**config.mk**
```make
export PLATFORM = sky130hd
export DESIGN_NAME = systolic_drain
export DESIGN_NICKNAME = d
export VERILOG_FILES = /design/src/rtl/systolic_pkg.sv /design/src/rtl/systolic_result_bank.sv /design/src/rtl/systolic_drain.sv
export SDC_FILE = /design/constraint.sdc
export NUM_CORES = 1
export LEC_CHECK = 0
export ABC_AREA = 1
export CAP_MARGIN = 20
export CORE_AREA = 2 2 213 215
export CTS_CLUSTER_SIZE = 16
export DETAILED_ROUTE_END_ITERATION = 10
export DIE_AREA = 0 0 215 217
export HOLD_SLACK_MARGIN = 0.02
export PLACE_DENSITY = 0.93
export SLEW_MARGIN = 20
export SYNTH_ARGS = -nofsm -noshare
export SYNTH_HDL_FRONTEND = slang
export SYNTH_SLANG_ARGS = --single-unit
```
**constraint.sdc**
```tcl
create_clock -name clk -period 67.7 [get_ports clk]
set_clock_uncertainty 0.2 [all_clocks]
set_input_delay 13.54 -clock clk [delete_from_list [all_inputs] [get_ports clk]]
set_output_delay 13.54 -clock clk [all_outputs]
set_load 0.005 [all_outputs]
```
**src/rtl/systolic_pkg.sv**
```systemverilog
// Shared definitions for the systolic array output path.
//
// Contents:
//   SIZE_DEF, DATA_W_DEF : default array dimension and result word width
//   drain_state_e        : one-hot state encoding of the result drain FSM
package systolic_pkg;

    localparam int SIZE_DEF   = 4;
    localparam int DATA_W_DEF = 32;

    typedef enum logic [2:0] {
        DRAIN_IDLE = 3'b001,
        DRAIN_SEND = 3'b010,
        DRAIN_DONE = 3'b100
    } drain_state_e;

endpackage

```
**src/rtl/systolic_result_bank.sv**
```systemverilog
// Snapshot bank holding one full SIZE x SIZE result matrix.
//
// Ports:
//   clk   : rising-edge clock
//   load  : single load-enable, captures the whole flat matrix in one edge
//   data  : flat matrix, element i at bits [i*DATA_W +: DATA_W]
//   idx   : read index (row-major element number)
//   word  : stored word at idx (zero for an index beyond the matrix)
module systolic_result_bank
    import systolic_pkg::*;
#(
    parameter  int SIZE   = SIZE_DEF,
    parameter  int DATA_W = DATA_W_DEF,
    localparam int DEPTH  = SIZE * SIZE,
    localparam int IDX_W  = $clog2(DEPTH)
) (
    input  logic                    clk,
    input  logic                    load,
    input  logic [DEPTH*DATA_W-1:0] data,
    input  logic [IDX_W-1:0]        idx,
    output logic [DATA_W-1:0]       word
);

    logic [DATA_W-1:0] mem [DEPTH];

    // Data registers carry no reset: their contents only matter after a load.
    always_ff @(posedge clk) begin
        if (load) begin
            for (int i = 0; i < DEPTH; i++) begin
                mem[i] <= data[i*DATA_W +: DATA_W];
            end
        end
    end

    // When DEPTH is not a power of two the index field can exceed the bank.
    always_comb begin
        word = '0;
        if (int'(idx) < DEPTH) begin
            word = mem[idx];
        end
    end

endmodule

```
**src/rtl/systolic_drain.sv**
```systemverilog
// Result drain for the systolic array: snapshots the SIZE x SIZE result
// matrix when the array reports results ready, streams it out row-major over
// a val/rdy interface, then holds array_clr until the array drops out_rdy.
//
// Ports:
//   clk, rst_n : clock (rising edge) and asynchronous active-low reset
//   out_rdy    : array results valid and stable (level)
//   pe_result  : flat result matrix, (r,c) at [(r*SIZE+c)*DATA_W +: DATA_W]
//   send_val   : send_msg carries a valid word
//   send_rdy   : consumer accepts the word this cycle
//   send_msg   : current result word
//   send_last  : marks element (SIZE-1,SIZE-1)
//   array_clr  : request to the array to clear and return to load
//   busy       : drain is not idle
module systolic_drain
    import systolic_pkg::*;
#(
    parameter int SIZE   = SIZE_DEF,
    parameter int DATA_W = DATA_W_DEF
) (
    input  logic                        clk,
    input  logic                        rst_n,
    input  logic                        out_rdy,
    input  logic [SIZE*SIZE*DATA_W-1:0] pe_result,
    output logic                        send_val,
    input  logic                        send_rdy,
    output logic [DATA_W-1:0]           send_msg,
    output logic                        send_last,
    output logic                        array_clr,
    output logic                        busy
);

    localparam int DEPTH = SIZE * SIZE;
    localparam int IDX_W = $clog2(DEPTH);
    localparam logic [IDX_W-1:0] LAST_IDX = IDX_W'(DEPTH - 1);

    drain_state_e      state_r, state_nxt;
    logic [IDX_W-1:0]  idx_r, idx_nxt;
    logic              capture;
    logic              at_last;
    logic [DATA_W-1:0] bank_word;

    systolic_result_bank #(
        .SIZE   (SIZE),
        .DATA_W (DATA_W)
    ) u_bank (
        .clk  (clk),
        .load (capture),
        .data (pe_result),
        .idx  (idx_r),
        .word (bank_word)
    );

    assign at_last = (idx_r == LAST_IDX);

    always_ff @(posedge clk or negedge rst_n) begin
        if (!rst_n) begin
            state_r <= DRAIN_IDLE;
            idx_r   <= '0;
        end else begin
            state_r <= state_nxt;
            idx_r   <= idx_nxt;
        end
    end

    // Outputs decode only the registered state and index, so nothing on the
    // send side depends combinationally on send_rdy.
    always_comb begin
        state_nxt = state_r;
        idx_nxt   = idx_r;
        capture   = 1'b0;
        send_val  = 1'b0;
        send_last = 1'b0;
        send_msg  = '0;
        array_clr = 1'b0;
        busy      = 1'b1;

        case (state_r)
            DRAIN_IDLE: begin
                busy = 1'b0;
                if (out_rdy) begin
                    capture   = 1'b1;
                    idx_nxt   = '0;
                    state_nxt = DRAIN_SEND;
                end
            end

            DRAIN_SEND: begin
                send_val  = 1'b1;
                send_last = at_last;
                send_msg  = bank_word;
                if (send_rdy) begin
                    if (at_last) begin
                        state_nxt = DRAIN_DONE;
                    end else begin
                        idx_nxt = idx_r + IDX_W'(1);
                    end
                end
            end

            // Waiting for out_rdy to fall keeps the same frame from being
            // captured a second time.
            DRAIN_DONE: begin
                array_clr = 1'b1;
                if (!out_rdy) begin
                    state_nxt = DRAIN_IDLE;
                end
            end

            default: begin
                state_nxt = DRAIN_IDLE;
                idx_nxt   = '0;
            end
        endcase
    end

endmodule

```
; ---- Word level (Yosys, flattened, before mapping)
; Memory sizes are Yosys's and may differ from the RTL's.
; Cells that the tools add are included.
[word_totals]
ramBits = 512
n_memories = 1
out_inout_bits = 36
word_cells = 34
register_bits = 7
[mem_list]
columns = memory, words, word_bits, rd, rd_ports_with_merged_regs, write_ports, line_no
row1 = u_bank.mem, 16, 32, 1, 0, 16, systolic_result_bank.sv:24  ; logic [DATA_W-1:0] mem [DEPTH];
[classes]
addsub = 1
n_eq_ne = 9
bitwise_logic = 1
mux = 18
reduce_logical = 2
[ops]
columns = cell, count
row1 = $mux 32, 1
row2 = $mux 3, 4
row3 = $mux 4, 3
row4 = $pmux 4 s3, 1
row5 = $ne 2x2->1 const B, 5
row6 = $pmux 3 s3, 1
row7 = $mux 1, 8
row8 = $reduce_and 4->1, 2
row9 = $add 4x1->4 const B, 1
row10 = $eq 4x4->1 const B, 1
row11 = $eq 3x1->1 const B, 1
row12 = $eq 3x2->1 const B, 1
row13 = $eq 3x3->1 const B, 1
row14 = $not 1->1, 1

; ---- Longest topological paths before layout
; Gate-level depths: netlist (run 1).
[logic_depth]
ltp_word = 4
ltp_mapped = 11
depth_no_buf = 8

; ---- Modules after synthesis
; From an unflattened synthesis (run 1), not the netlist that was laid out.
[unflattened]
hier_cells = 2193
hier_area_um2 = 22731.8
[modules_own_cells]
columns = mod, area_each_um2, n_inst, cells_per_inst
row1 = systolic_result_bank, 21978.6, 1, 2061
row2 = systolic_drain, 753.2, 1, 132

; ---- Worst setup path before layout (run 1)
; No wires, ideal clock.
[synth_path]
kind = in2reg
startpoint = input out_rdy
endpoint = memory u_bank.mem[0][0] (netlist name) (enable)
cell_stages = 2
path_slack_ns = 31.519
setup_time_ns = 1.399
t_arrival_ns = 34.582
required_time_ns = 66.101
path_cell_list = inv_1 -> nor2_1
[synth_rtl]
columns = element, line_no
row1 = from (decl), systolic_drain.sv:23  ; input logic out_rdy,
row2 = to (decl), systolic_result_bank.sv:24

; ---- Worst setup path after layout (run 1)
[layout_path]
startpoint = register idx_r[1]
endpoint = output send_msg[11]
[layout_between]
elab_chain_cells = 2
[layout_lines]
columns = element, line_no
row1 = from (decl), systolic_drain.sv:38  ; logic [IDX_W-1:0] idx_r, idx_nxt;
row2 = from (signal assigned), systolic_drain.sv:62  ; idx_r <= idx_nxt;
row3 = $mem_v2 16x32, n/a
row4 = $mux 32, systolic_drain.sv:78  ; case (state_r)
row5 = to (decl), systolic_drain.sv:27  ; output logic [DATA_W-1:0] send_msg,
; No other way between the ends.

==> results of run 1 <==
registers in the layout, summed over array words and instances (netlist names):
register,count
u_bank.mem,512
idx_r,4
state_r,3
worst paths after layout:
| path | slack [ps] | depth (start not counted) | from | end |
|---|---|---|---|---|
| worst max-delay path | 49420 | 9 | idx_r[1] | send_msg[11] |
| worst min-delay path | 430 | 2 | idx_r[3] | idx_r[3] |
| worst max register to register | 63000 | 8 | state_r[0] | u_bank.mem[3][2] |
| worst min register to register | 430 | 2 | idx_r[3] | idx_r[3] |
| max in group asynchronous | 53940 | 1 | rst_n | state_r[0] |
| min in group asynchronous | 13030 | 1 | rst_n | idx_r[0] |
stage by stage:
step	cell area, um^2	cells
after global placement	28200	3238
after floorplan	22400	2178
after detailed placement	28200	3238
after CTS	29800	3331
after global routing	29900	3344
final	29900	3347
power breakdown:
part	total, uW	switching, uW	internal [uW]
clock network	281	122	159
registers	443	23.0	420
logic	251	165	86.2
layout by cell type (no fill, tap or decap), types with 2 or more instances in the layout:
cell type,Yosys,final
nand2_1,881,881
clkdlybuf4s50_1,0,551
edfxtp_1,512,512
inv_1,354,354
nand3_1,261,261
clkbuf_16,0,55
a21oi_1,34,34
diode_2,0,15
clkbuf_1,19,13
buf_4,14,12
clkinv_2,0,10
inv_2,8,7
clkinv_1,0,7
o21ai_0,4,4
nor2_1,5,3
clkinvlp_4,0,3
bufinv_16,0,3
dfrtp_1,6,3
nor3_1,2,2
inv_6,0,2
dfrtp_4,0,2
final cells by class:
class	count	area (um^2)	area share
clock buffers	68	1430	0.0477
repair buffers	566	5660	0.189
well taps	600	751	0.0251
flip-flops and latches	519	15600	0.520
diodes	15	37.5	0.00126
multi-input cells	1191	4880	0.163
inverters	363	1370	0.0459
clock inverters	25	206	0.00691
per-layer routing:
layer	vias up	track usage	routed length, um
li1	8000	-	-
met1	8416	0.361	25700
met2	1302	0.521	35600
met3	320	0.0695	6910
met4	2	0.226	5970
met5	-	0	17
logic make-up after synthesis:
family | count (synthesis) | synth area share
AO/OA/AOI/OAI | 38 | 0.00849
XOR/XNOR | 1 | 0.000391
adder cells (fa/ha/maj) | 1 | 0.000558
buffers and inverters | 468 | 0.0884
flip-flops | 519 | 0.694
AND/OR/NAND/NOR | 1151 | 0.208
worst reg2reg max path, stage by stage, from the launching register on:
cell,delay [ps]
dfstp_2,530
inv_1,60
nor3_1,230
inv_1,200
nor2_4,160
buf_12,350
buf_16,540
buf_4,1000
buf_4,990
==> results.sh, run 1 <==
export IMPL_setup_slack_ps=49420
export IMPL_drt_first_pass_iters=6
export IMPL_worstPathCellList="inv_4, buf_4, nand3_1, nand2_1, nand2_1, nand2_1, inv_1, a21oi_1, clkdlybuf4s50_1"
export IMPL_cts_hold_buf=0
export IMPL_drt_iter0_drc=2376
export IMPL_track_usage=0.313
export IMPL_vdd_drop_max_uv=26.2
export IMPL_cts_tree="yes"
export IMPL_globalplace_congestion=0.945
export IMPL_ys_warn_count=0
export IMPL_avgSynthCellArea_um2=10.3
export IMPL_synth_area_um2=22400
export IMPL_worstPathRequired_ps=53960
export IMPL_cts_htree_levels=2
export IMPL_critPathMaxStageDelay_ps=810
export IMPL_synth_top_area_share=0.686
export IMPL_routed_wl_um=74300
export IMPL_cts_buffers=53
export IMPL_cts_resized=0
export IMPL_io_buffers=551
export IMPL_path_buf_inv=4
export IMPL_ioPinCount=552
export IMPL_p_total_uw=975
export IMPL_antenna_found_initial=15
export IMPL_rsz0062_at_grt="no"
export IMPL_worstSkewPairLatency_ps=600
export IMPL_synth_area_leaders="edfxtp_1 69%, nand2_1 15%, inv_1 5.9%"
export IMPL_grt_pass1_vias=18542
export IMPL_synthesis_nets=2695
export IMPL_status="complete, no violations"
export IMPL_drive_above_1_share=0.0381
export IMPL_yosysTopAreaCell="edfxtp_1"
export IMPL_core_um2=44700
export IMPL_syn_inst=2178
export IMPL_n_fill_cell=3056
export IMPL_nets=3211
export IMPL_maxCapViolations=0
export IMPL_vias=18040
export IMPL_die_area_um2=46700
export IMPL_cts_root_buffer="clkbuf_16"
export IMPL_crit_top_cell="nand2_1"
export IMPL_post_cts_setup_buffer_count=0
export IMPL_cts_sinks=519
export IMPL_tns_ps=0
export IMPL_fin_util=0.669
export IMPL_clk_pin_slew_ps=60
export IMPL_drc=0
export IMPL_grt_first_pass_wirelength_um=109000
export IMPL_hpwl_um=52900
export IMPL_synth_enable_flop_cells=512
export IMPL_pre_cts_ws_ps=50050
export IMPL_worst_pin_slew_ps=1070
export IMPL_powerDensity_nw_per_um2=32.6
export IMPL_drv_slew=0
export IMPL_crit_fanout=79
export IMPL_cts_path_max_buffers=3
export IMPL_hold_worst_slack_ps=432
export IMPL_cp_arrival_ps=4540
export IMPL_ys_ff_latch=519
export IMPL_period_minus_slack_ps=18280
export IMPL_crit_slowest_cell="inv_4"
export IMPL_num_rows=78
export IMPL_synth_seq_area_share=0.694
export IMPL_grt_overflow=0
export IMPL_power_leakage_uw=0.0125
export IMPL_timing_final_crit_share=0.270
export IMPL_die_h_um=217
export IMPL_slew_headroom=0.289
export IMPL_synth_cells_most_frequent="881 x nand2_1, 512 x edfxtp_1, 354 x inv_1"
export IMPL_synthArstFlopShare=0.0135
export IMPL_fp_dieW_um=215
export IMPL_hold_path_class="reg2reg"
export IMPL_grt_max_degree=221
export IMPL_clock_fmax_mhz=54.7
export IMPL_setup_viol=0
export IMPL_hold_viol_final=0
export IMPL_via_per_inst=5.39
export IMPL_critical_path_class="reg2out"
export IMPL_ys_types=21
export IMPL_end_kind="output port"
export IMPL_synth_most_common_cell="nand2_1"
export IMPL_startpoint_type="register"
export IMPL_final_antenna_net_count=0
export IMPL_wl_per_cell_um=22.2
export IMPL_ys_flop_type="edfxtp_1"
export IMPL_layout_area_overhead_vs_synth_pct=33.5
export IMPL_path_delay_family="buffers and inverters"
export IMPL_initial_core_util=0.501
Power figures use the tool's default switching activity.
==> run 2, diff against run 1 <==
Settings changed: CORE_AREA 2 2 213 215 to 2 2 227 229, DIE_AREA 0 0 215 217 to 0 0 229 231, PLACE_DENSITY 0.93 to 0.87.
Clock period 67.7 ns to 15.1 ns, I/O delays scaled along.
==> results.sh, run 2 (synthesis gave the netlist of run 1 again) <==
export IMPL_grt_pass1_vias=17038
export IMPL_cts_tree="yes"
export IMPL_rr_endpoint="u_bank.mem[6][6]"
export IMPL_final_cell_mix="881 x nand2_1, 551 x clkdlybuf4s50_1, 512 x edfxtp_1"
export IMPL_hold_path_class="reg2reg"
export IMPL_n_fill_cell=3909
export IMPL_clock_fmax_mhz=122
export IMPL_hold_path_endpoint="idx_r[3]"
export IMPL_hp_start="idx_r[3]"
export IMPL_reg_top3="u_bank.mem x512, idx_r x4, state_r x3"
export IMPL_drive_above_1_share=0.0392
export IMPL_hold_worst_slack_ps=364
export IMPL_cts_sinks=519
export IMPL_period_minus_slack_ps=8190
export IMPL_maxCapViolations=0
export IMPL_cts_htree_levels=2
export IMPL_timing_final_crit_share=0.542
export IMPL_pre_cts_ws_ps=7550
export IMPL_drv_slew=0
export IMPL_ff2ff_setup_slack_ps=11920
export IMPL_cp_arrival_ps=4970
export IMPL_end_kind="output port"
export IMPL_die_area_um2=52900
export IMPL_startpoint_type="register"
export IMPL_r2r_start="state_r[0]"
export IMPL_regMostFlops="u_bank.mem"
export IMPL_vias=17176
export IMPL_min_path_cells=2
export IMPL_powerDensity_nw_per_um2=147
export IMPL_post_cts_setup_buffer_count=0
export IMPL_clk_pin_slew_ps=60
export IMPL_cts_resized=0
export IMPL_worst_pin_slew_ps=1100
export IMPL_grt_max_degree=196
export IMPL_rsz0062_at_grt="no"
export IMPL_core_um2=50700
export IMPL_num_rows=83
export IMPL_cts_hold_buf=0
export IMPL_routed_wl_um=70600
export IMPL_io_buffers=551
export IMPL_status="complete, no violations"
export IMPL_via_per_inst=5.01
export IMPL_reg2reg_depth=6
export IMPL_final_common_cell="nand2_1"
export IMPL_globalplace_congestion=0.856
export IMPL_tns_ps=0
export IMPL_grt_overflow=0
export IMPL_ioPinCount=552
export IMPL_setup_slack_ps=6910
export IMPL_worstPathRequired_ps=11880
export IMPL_cts_path_max_buffers=3
export IMPL_setup_viol=0
export IMPL_drt_iter0_drc=1647
export IMPL_power_leakage_uw=0.0125
export IMPL_track_usage=0.262
export IMPL_antenna_found_initial=15
export IMPL_final_antenna_net_count=0
export IMPL_drc=0
export IMPL_cts_root_buffer="clkbuf_16"
export IMPL_nets=3210
export IMPL_critical_path_class="reg2out"
export IMPL_hpwl_um=49800
export IMPL_crit_fanout=113
export IMPL_largest_register_ffs=512
export IMPL_grt_first_pass_wirelength_um=102000
export IMPL_slew_headroom=0.265
export IMPL_cts_buffers=53
export IMPL_initial_core_util=0.442
export IMPL_drt_first_pass_iters=7
export IMPL_worstSkewPairLatency_ps=590
export IMPL_fp_dieW_um=229
export IMPL_vdd_drop_max_uv=99.6
export IMPL_layout_area_overhead_vs_synth_pct=34.4
export IMPL_hold_viol_final=0
export IMPL_die_h_um=231
export IMPL_wl_per_cell_um=20.6
run 2: changes by cell type in the layout (fill, tap and decap cells not counted), sizes merged:
cell,before,now
clkinvlp,3,5
clkinv,17,15
clkbuf,68,65
diode,15,14
inv,365,364
bufinv,3,7
buf,15,14
run 2: layer usage:
metal	wire [um]	part of all wire	up-vias	track usage
met3	6740	0.096	178	0.0660
met4	3680	0.052	4	0.137
met1	25700	0.36	8090	0.313
li1	-	-	7995	-
met2	34400	0.49	909	0.439
met5	27	0.00038	-	0
run 2: cell type report:
cell class | count | area, um^2 | share of cell area
antenna | 14 | 35.0 | 0.00116
clock buffer | 65 | 1410 | 0.0470
clock inverter | 28 | 328 | 0.0109
inverter | 363 | 1370 | 0.0456
multi-input combinational | 1191 | 4880 | 0.162
sequential | 519 | 15600 | 0.517
tap | 680 | 851 | 0.0283
timing repair buffer | 565 | 5660 | 0.188
run 2: worst max path at each step:
stage / end / from / slack [ps] / cells past startpoint
3_5_place_dp: send_msg[12] / idx_r[0] / 7550 / 10
5_1_grt: send_msg[12] / idx_r[0] / 6630 / 10
4_1_cts: send_msg[12] / idx_r[0] / 6880 / 10
3_3_place_gp: send_msg[12] / idx_r[0] / 7570 / 10
6_report: send_msg[16] / idx_r[0] / 6910 / 10
2_1_floorplan: u_bank.mem[0][0] / out_rdy / 3850 / 2
run 2: through the flow:
step / util / total power [uW] / cells / instance area (um^2)
3_5_place_dp: 0.559 / 3120 / 3318 / 28300
3_3_place_gp: 0.559 / 3080 / 3318 / 28300
4_1_cts: 0.593 / 4460 / 3411 / 30100
5_1_grt: 0.594 / 4640 / 3425 / 30100
2_1_floorplan: - / 2690 / 2178 / 22400
6_report: 0.594 / 4440 / 3425 / 30100
run 2: power breakdown:
part | internal [uW] | switching (uW)
combinational | 385 | 750
clock | 782 | 552
sequential | 1880 | 82.9
total | 3050 | 1390
run 2: critical path, stage by stage (launching register included):
cell,delay [ps]
dfrtp_4,660
inv_8,590
buf_4,700
buf_4,750
nand2_1,110
nand2_1,110
nand2_1,60
nand3_1,110
nand3_1,260
a21oi_1,280
clkdlybuf4s50_1,600
